==> config.mk <==
export PLATFORM = sky130hd
export DESIGN_NAME = switch_debounce_toggle
export DESIGN_NICKNAME = d
export VERILOG_FILES = /design/src/rtl/switch_debounce_toggle.sv
export SDC_FILE = /design/constraint.sdc
export NUM_CORES = 1
export LEC_CHECK = 0
export CAP_MARGIN = 20
export CORE_ASPECT_RATIO = 1.1
export CORE_MARGIN = 8
export CORE_UTILIZATION = 45
export DETAILED_ROUTE_END_ITERATION = 10
export DONT_BUFFER_PORTS = 1
export PLACE_DENSITY_LB_ADDON = 0.2
export SETUP_SLACK_MARGIN = 0.4
export SYNTH_ARGS = -nofsm -noshare
export SYNTH_HDL_FRONTEND = slang
export SYNTH_SLANG_ARGS = --single-unit
export TNS_END_PERCENT = 100
==> constraint.sdc <==
create_clock -name i_Clk -period 2.03 [get_ports i_Clk]
set_input_delay 0.1015 -clock i_Clk [delete_from_list [all_inputs] [get_ports i_Clk]]
set_output_delay 0.1015 -clock i_Clk [all_outputs]
set_load 0.01 [all_outputs]
==> src/rtl/switch_debounce_toggle.sv <==
// Per-channel switch debouncer with LED toggle on a selectable debounced edge plus a one-cycle edge strobe.
// Optional build macro SWITCH_DEBOUNCE_SYNC_EN adds a 2-flop input synchronizer, which makes the latency 2 cycles longer.
module switch_debounce_toggle #(
  parameter int NUM_CH         = 4,
  parameter int DEBOUNCE_LIMIT = 250000,
  parameter int EDGE_MODE      = 0
) (
  input  logic              i_Clk,
  input  logic              i_Reset,
  input  logic [NUM_CH-1:0] i_Switch,
  output logic [NUM_CH-1:0] o_LED,
  output logic [NUM_CH-1:0] o_Edge_Pulse,
  output logic [NUM_CH-1:0] o_Switch_Stable
);

  localparam int CW   = $clog2(DEBOUNCE_LIMIT + 1);
  localparam int MODE = (EDGE_MODE == 1 || EDGE_MODE == 2) ? EDGE_MODE : 0;
  localparam logic [CW-1:0] CNT_LAST = CW'(DEBOUNCE_LIMIT - 1);

  logic [NUM_CH-1:0] sw_src;
  logic [NUM_CH-1:0] r_switch_q;
  logic [NUM_CH-1:0] stable_q, stable_d;
  logic [NUM_CH-1:0] led_q, led_d;
  logic [NUM_CH-1:0] pulse_q, pulse_d;
  logic [CW-1:0]     cnt_q [NUM_CH];
  logic [CW-1:0]     cnt_d [NUM_CH];

`ifdef SWITCH_DEBOUNCE_SYNC_EN
  logic [NUM_CH-1:0] sync1_q, sync2_q;

  always_ff @(posedge i_Clk) begin
    if (i_Reset) begin
      sync1_q <= '0;
      sync2_q <= '0;
    end else begin
      sync1_q <= i_Switch;
      sync2_q <= sync1_q;
    end
  end

  assign sw_src = sync2_q;
`else
  assign sw_src = i_Switch;
`endif

  always_comb begin
    stable_d = stable_q;
    led_d    = led_q;
    pulse_d  = '0;
    for (int ch = 0; ch < NUM_CH; ch++) begin
      cnt_d[ch] = cnt_q[ch];
      if (r_switch_q[ch] == stable_q[ch]) begin
        cnt_d[ch] = '0;
      end else if (cnt_q[ch] == CNT_LAST) begin
        cnt_d[ch]    = '0;
        stable_d[ch] = r_switch_q[ch];
        // r_switch_q is the newly accepted level: 1 means a press, 0 a release.
        if ((MODE == 2) || (MODE == 1 && r_switch_q[ch]) || (MODE == 0 && !r_switch_q[ch])) begin
          led_d[ch]   = ~led_q[ch];
          pulse_d[ch] = 1'b1;
        end
      end else begin
        cnt_d[ch] = cnt_q[ch] + CW'(1);
      end
    end
  end

  always_ff @(posedge i_Clk) begin
    if (i_Reset) begin
      r_switch_q <= '0;
      stable_q   <= '0;
      led_q      <= '0;
      pulse_q    <= '0;
      for (int ch = 0; ch < NUM_CH; ch++) cnt_q[ch] <= '0;
    end else begin
      r_switch_q <= sw_src;
      stable_q   <= stable_d;
      led_q      <= led_d;
      pulse_q    <= pulse_d;
      for (int ch = 0; ch < NUM_CH; ch++) cnt_q[ch] <= cnt_d[ch];
    end
  end

  assign o_LED           = led_q;
  assign o_Edge_Pulse    = pulse_q;
  assign o_Switch_Stable = stable_q;

endmodule
==> results.txt, run 1 <==
Nets: 521
Vias post-DR: 3,341
Buffers on Ports: 0
Max-Slew Margin vs Limit: 0.602
Seq/Total Area, Yosys: 0.458
First-pass GRT wire length: 14,300 um
Per-cell routed wire length: 14.5 um
VDD IR-drop max: 0.000377 V
Top post-synthesis cells by count: dfxtp_1, nor2_1, xnor2_1
Antenna-violating nets left: 0
Number of global-route vias before repair: 3,204
Worst-path clk slew: 80 ps
Multi-input logic area: 2320 sq um
RSZ-0062 raised after global routing: true
Status: finished with violations
Post-synth cell types: 36
Total global routing overflow: 0
Clock sinks: 88
Top post-synthesis cells by area: dfxtp_1, xnor2_1, nor2_1, or4_1, nand4_1
Worst hold-check path type: primary input to register
Crit. End Element: register
Area leader, netlist: dfxtp_1
WHS: -200 ps
RePlAce Congestion: 0.802
Proportion of layout cells with a drive suffix above 1: 0.326
CTS Buffer Depth: 2
Tcrit/Tclk final: 0.982
Synth Warn #: 0
Filler Cell Count: 688
Vias per inst: 5.36
Slowest-stage cell, CP: or4_1
Initial DRC count: 99
Boundary Pins: 18
Clk Latency, worst-skew pair: 360 ps
Total Wirelength: 9040 um
Crit path top cell by count: or4_4
Initial Util: 0.462
H-tree Lvls: 3
Setup WS pre-CTS: 26.2 ps
Crit path cell chain: or4_1, or4_4, or4_4, a21oi_2
Crit start category: register
Hold Violations, Final: 10
Global Route Usage Sum: 0.144
Syn avg cell area: 8.74 sq um
Clk_skew: 9.68 ps
FF+latch area: 1830 sq um
Worst path top cell family by delay: simple AND/OR/NAND/NOR gates
Cell with the most instances after synthesis: dfxtp_1
Failing checks: negative hold slack
Final WS setup: 37.0 ps
Placed insts: 550
Critical Path RT: 2320 ps
Slew Limit Fails: 0
Worst-margin pin slew: 592 ps
Clock Root Buffer: clkbuf_8
Leakage: 1.59 nW
CP Buf/Inv Count: 0
Die width: 104 um
Crit path max fanout: 4
Cts bufs inserted: 9
DIE AREA: 11,800 sq um
Finished Layout Cells: 623
CP arrival: 2290 ps
Synth Cell Area: 3840 sq um
Final setup fails: 0
Antenna cells: 0
Slowest stage delay, CP: 510 ps
Top_reg_cell synth: dfxtp_1
Initial antenna violation count: 0
Fmax: 0.502 GHz
Max Cap Viol: 0
Mapped Nets: 454
EDFF count, synth: 0
Layout area overhead: 35.2%
Final worst path period need: 1990 ps
PwrDens: 582 nW/um^2
Setup TNS: 0 ps
Hpwl dp: 5220 um
Number of placement rows: 35
Async set-reset flop share out of synthesis: 0
CTS tree: built
Post-synth top area share: 0.458
Synthesized flop and latch total: 88
Post-route DRC violation count: 0
CTS Hold Buffers Added: 9
Die Y: 113 um
Syn Inst Count: 440
Largest net degree at the start of global routing: 23
Crit Path Category: register to register
CORE AREA: 8320 sq um
Pre-Repair DR Iteration Count: 4
==> metrics by stage <==
step | power [mW] | cell area (sq um) | utilization
3_3_place_gp | 1.83 | 4150 | 0.498
5_1_grt | 3.14 | 5200 | 0.625
6_report | 3.03 | 5200 | 0.625
3_5_place_dp | 1.83 | 4150 | 0.498
4_1_cts | 3.05 | 4740 | 0.570
2_1_floorplan | 1.82 | 3990 | -
==> sequential cells by signal, indices dropped and copies added, names as in the netlist <==
name and count:
r_switch_q 4, cnt_q 72, o_Edge_Pulse 4, o_Switch_Stable 4, o_LED 4
==> power breakdown <==
| group | internal (mW) | leakage [nW] | switching (mW) |
|---|---|---|---|
| registers | 1.72 | 0.729 | 0.00854 |
| logic | 0.0453 | 0.774 | 0.0419 |
| clock network | 0.568 | 0.0916 | 0.646 |
| total | 2.33 | 1.59 | 0.696 |
==> per-layer routing <==
| metal | share of wire | track usage | up-vias |
|---|---|---|---|
| met2 | 0.51 | 0.245 | 43 |
| met4 | 0.019 | 0.0734 | 0 |
| met1 | 0.44 | 0.168 | 1589 |
| met5 | 0 | 0 | - |
| li1 | - | - | 1694 |
| met3 | 0.031 | 0.0284 | 15 |
==> area by class of cell <==
type / count / area share
timing repair buffer: 66 / 0.122
multi-input combinational: 321 / 0.446
inverter: 21 / 0.0152
clock buffer: 9 / 0.0238
clock inverter: 7 / 0.0137
sequential: 88 / 0.353
tap: 111 / 0.0267
==> worst paths after layout <==
path              cells past startpoint        start  slack [ps]                  to
setup / recovery                      4  cnt_q[3][8]          40  o_Switch_Stable[3]
setup reg to reg                      4  cnt_q[3][8]          40  o_Switch_Stable[3]
hold / removal                        1      i_Reset        -200            o_LED[3]
hold reg to reg                       1  cnt_q[0][0]         450         cnt_q[0][0]
==> timing repair <==
item	CTS	global route
pin swaps	8	29
gates resized for setup	29	71
endpoints found under the hold margin	17	10
setup buffers	26	19
endpoints found under the setup margin	67	73
gates cloned	1	2
==> layout by cell type, fill, tap and decap left out, drive strengths merged, types with 3 or more instances in the layout <==
cell type,netlist,routed
nand4,20,20
nor2,69,69
nand3,24,24
ha,8,8
or3,6,6
xor2,12,12
or4,20,20
o31ai,12,12
o21ai,9,9
nor4,14,14
or2,3,3
clkinvlp,0,3
buf,3,55
nor3,14,14
nand2,22,22
dfxtp,88,88
nor2b,5,5
nand2b,3,3
a21oi,20,20
xnor2,38,38
dlygate4sd3,0,9
inv,21,22
clkbuf,7,11
and3,6,6
and4,3,3
==> cells by family after synthesis <==
family	synth area share
AO/OA/AOI/OAI	0.0690
flip-flops	0.458
AND/OR/NAND/NOR	0.296
XOR/XNOR	0.114
buffers and inverters	0.0316
adder cells (fa/ha/maj)	0.0260
multiplexers	0.00553
No activity file was read; power rests on OpenSTA's default activity.
==> run 2: changes to the inputs <==
==> constraint.sdc (replaced) <==
create_clock -name i_Clk -period 2.03 [get_ports i_Clk]
set_input_delay 0 -clock i_Clk [delete_from_list [all_inputs] [get_ports i_Clk]]
set_output_delay 0 -clock i_Clk [all_outputs]
set_load 0.01 [all_outputs]
==> results.txt, run 2 (same netlist as run 1, synthesis figures left out) <==
CTS Buffer Depth: 2 (unchanged)
Largest register FFs: 72 (unchanged)
Vias post-DR: 3,343 (was 3,341)
Clk network pwr share: 0.401 (about the same)
Clk_skew: 9.69 ps (was 9.68 ps)
Clk Latency, worst-skew pair: 360 ps (about the same)
Largest net degree at the start of global routing: 23 (unchanged)
Total global routing overflow: 0 (unchanged)
Worst-path clk slew: 80 ps (about the same)
Placed insts: 550 (unchanged)
Max-Slew Margin vs Limit: 0.602 (unchanged)
Uppermost routed layer: met4 (unchanged)
Global Route Usage Sum: 0.144 (unchanged)
Final setup fails: 0 (unchanged)
Initial antenna violation count: 0 (unchanged)
Die width: 104 um (unchanged)
Status: finished with violations (unchanged)
P_int: 2.33 mW (unchanged)
Fmax: 0.502 GHz (unchanged)
Boundary Pins: 18 (unchanged)
Hold Violations, Final: 46 (was 10)
Pre-Repair DR Iteration Count: 4 (unchanged)
Number of placement rows: 35 (unchanged)
Final WS setup: 37.0 ps (about the same)
Clock Root Buffer: clkbuf_8 (unchanged)
Hpwl dp: 5220 um (unchanged)
Vias per inst: 5.37 (was 5.36)
Buffers on Ports: 0 (unchanged)
Worst-margin pin slew: 592 ps (unchanged)
Total Wirelength: 9050 um (was 9040 um)
Setup WS pre-CTS: 26.2 ps (unchanged)
CTS tree: built (unchanged)
Critical Path RT: 2320 ps (about the same)
CORE AREA: 8320 sq um (unchanged)
Layout area overhead: 35.2% (unchanged)
PwrDens: 582 nW/um^2 (about the same)
Cts bufs inserted: 9 (unchanged)
Tcrit/Tclk final: 0.982 (about the same)
Metal3 WL: 286 um (was 282 um)
Crit start category: register (unchanged)
WHS: -301 ps (was -200 ps)
Slew Limit Fails: 0 (unchanged)
Switching power: 695 uW (was 696 uW)
CTS Hold Buffers Added: 9 (unchanged)
Per-cell routed wire length: 14.5 um (about the same)
H-tree Lvls: 3 (unchanged)
DIE AREA: 11,800 sq um (unchanged)
Total power: 3.02 mW (was 3.03 mW)
Leakage: 1.59 nW (unchanged)
RePlAce Congestion: 0.802 (unchanged)
Top reg by flops: cnt_q (unchanged)
Antenna-violating nets left: 0 (unchanged)
Nets: 521 (unchanged)
Crit path max fanout: 4 (unchanged)
RSZ-0062 raised after global routing: true (unchanged)
Post-route DRC violation count: 0 (unchanged)
Die Y: 113 um (unchanged)
Crit. End Element: register (unchanged)
Most frequent cells in the layout: nor2_1, dfxtp_1, buf_4 (unchanged)
Initial DRC count: 101 (was 99)
Antenna cells: 0 (unchanged)
Max Cap Viol: 0 (unchanged)
Number of global-route vias before repair: 3,204 (unchanged)
Finished Layout Cells: 623 (unchanged)
Worst hold-check path type: primary input to register (unchanged)
CP arrival: 2290 ps (about the same)
Register share of total power: 0.570 (about the same)
Wl on met1: 3980 um (about the same)
Logic pwr share: 0.029 (about the same)
Sw Ratio: 0.230 (about the same)
Failing checks: negative hold slack (unchanged)
Initial Util: 0.462 (unchanged)
Crit Path Category: register to register (unchanged)
Placed Area: 4150 sq um (unchanged)
Filler Cell Count: 688 (unchanged)
Final worst path period need: 1990 ps (about the same)
Proportion of layout cells with a drive suffix above 1: 0.326 (unchanged)
Clock sinks: 88 (unchanged)
Design Area, Final: 5200 sq um (unchanged)
Met2 WL: 4610 um (was 4600 um)
First-pass GRT wire length: 14,300 um (unchanged)
VDD IR-drop max: 0.000377 V (about the same)
==> run 2: per-layer routing <==
metal	vias to the layer above	GRT usage
met5	-	0
met3	15	0.0284
met4	0	0.0734
li1	1693	-
met1	1590	0.168
met2	45	0.245
==> run 2: worst max-delay path: stages (launching register included) <==
cell,delay (ps)
dfxtp_2,330
or4_1,510
or4_4,450
or4_4,500
a21oi_2,130
==> run 2: power groups by stage <==
stage / combinational, mW / sequential [mW] / clock, mW
6_report: 0.0871 / 1.72 / 1.21
5_1_grt: 0.0939 / 1.73 / 1.32
4_1_cts: 0.0687 / 1.73 / 1.25
3_5_place_dp: 0.0516 / 1.78 / 0
3_3_place_gp: 0.0512 / 1.78 / 0
2_1_floorplan: 0.0415 / 1.78 / 0
==> run 2: what timing repair did <==
action                     in CTS  in global routing
gates cloned                    1                  2
gates resized for setup        29                 71
buffers inserted               26                 19
hold endpoints to repair       54                 33
pin swaps                       8                 29
setup endpoints to repair      67                 73
==> run 2: cell type report <==
class | instances | area [sq um] | share of cell area
Tap cell | 111 | 139 | 0.0267
Sequential cell | 88 | 1830 | 0.353
Multi-Input combinational cell | 321 | 2320 | 0.446
Clock inverter | 7 | 71.3 | 0.0137
Clock buffer | 9 | 124 | 0.0238
Timing Repair Buffer | 66 | 633 | 0.122
Inverter | 21 | 78.8 | 0.0152
==> run 2: path summary, 6_finish.rpt <==
path / end / slack (ps) / from / cells after the start
setup / recovery: o_Switch_Stable[3] / 40 / cnt_q[3][8] / 4
hold / removal: o_LED[3] / -300 / i_Reset / 1
setup reg to reg: o_Switch_Stable[3] / 40 / cnt_q[3][8] / 4
hold reg to reg: cnt_q[0][0] / 450 / cnt_q[0][0] / 1
==> run 2: metrics by stage <==
stage           util  setup TNS (ps)
3_5_place_dp   0.498               0
3_3_place_gp   0.498               0
5_1_grt        0.625           -10.7
2_1_floorplan      -               0
4_1_cts        0.570               0
6_report       0.625               0
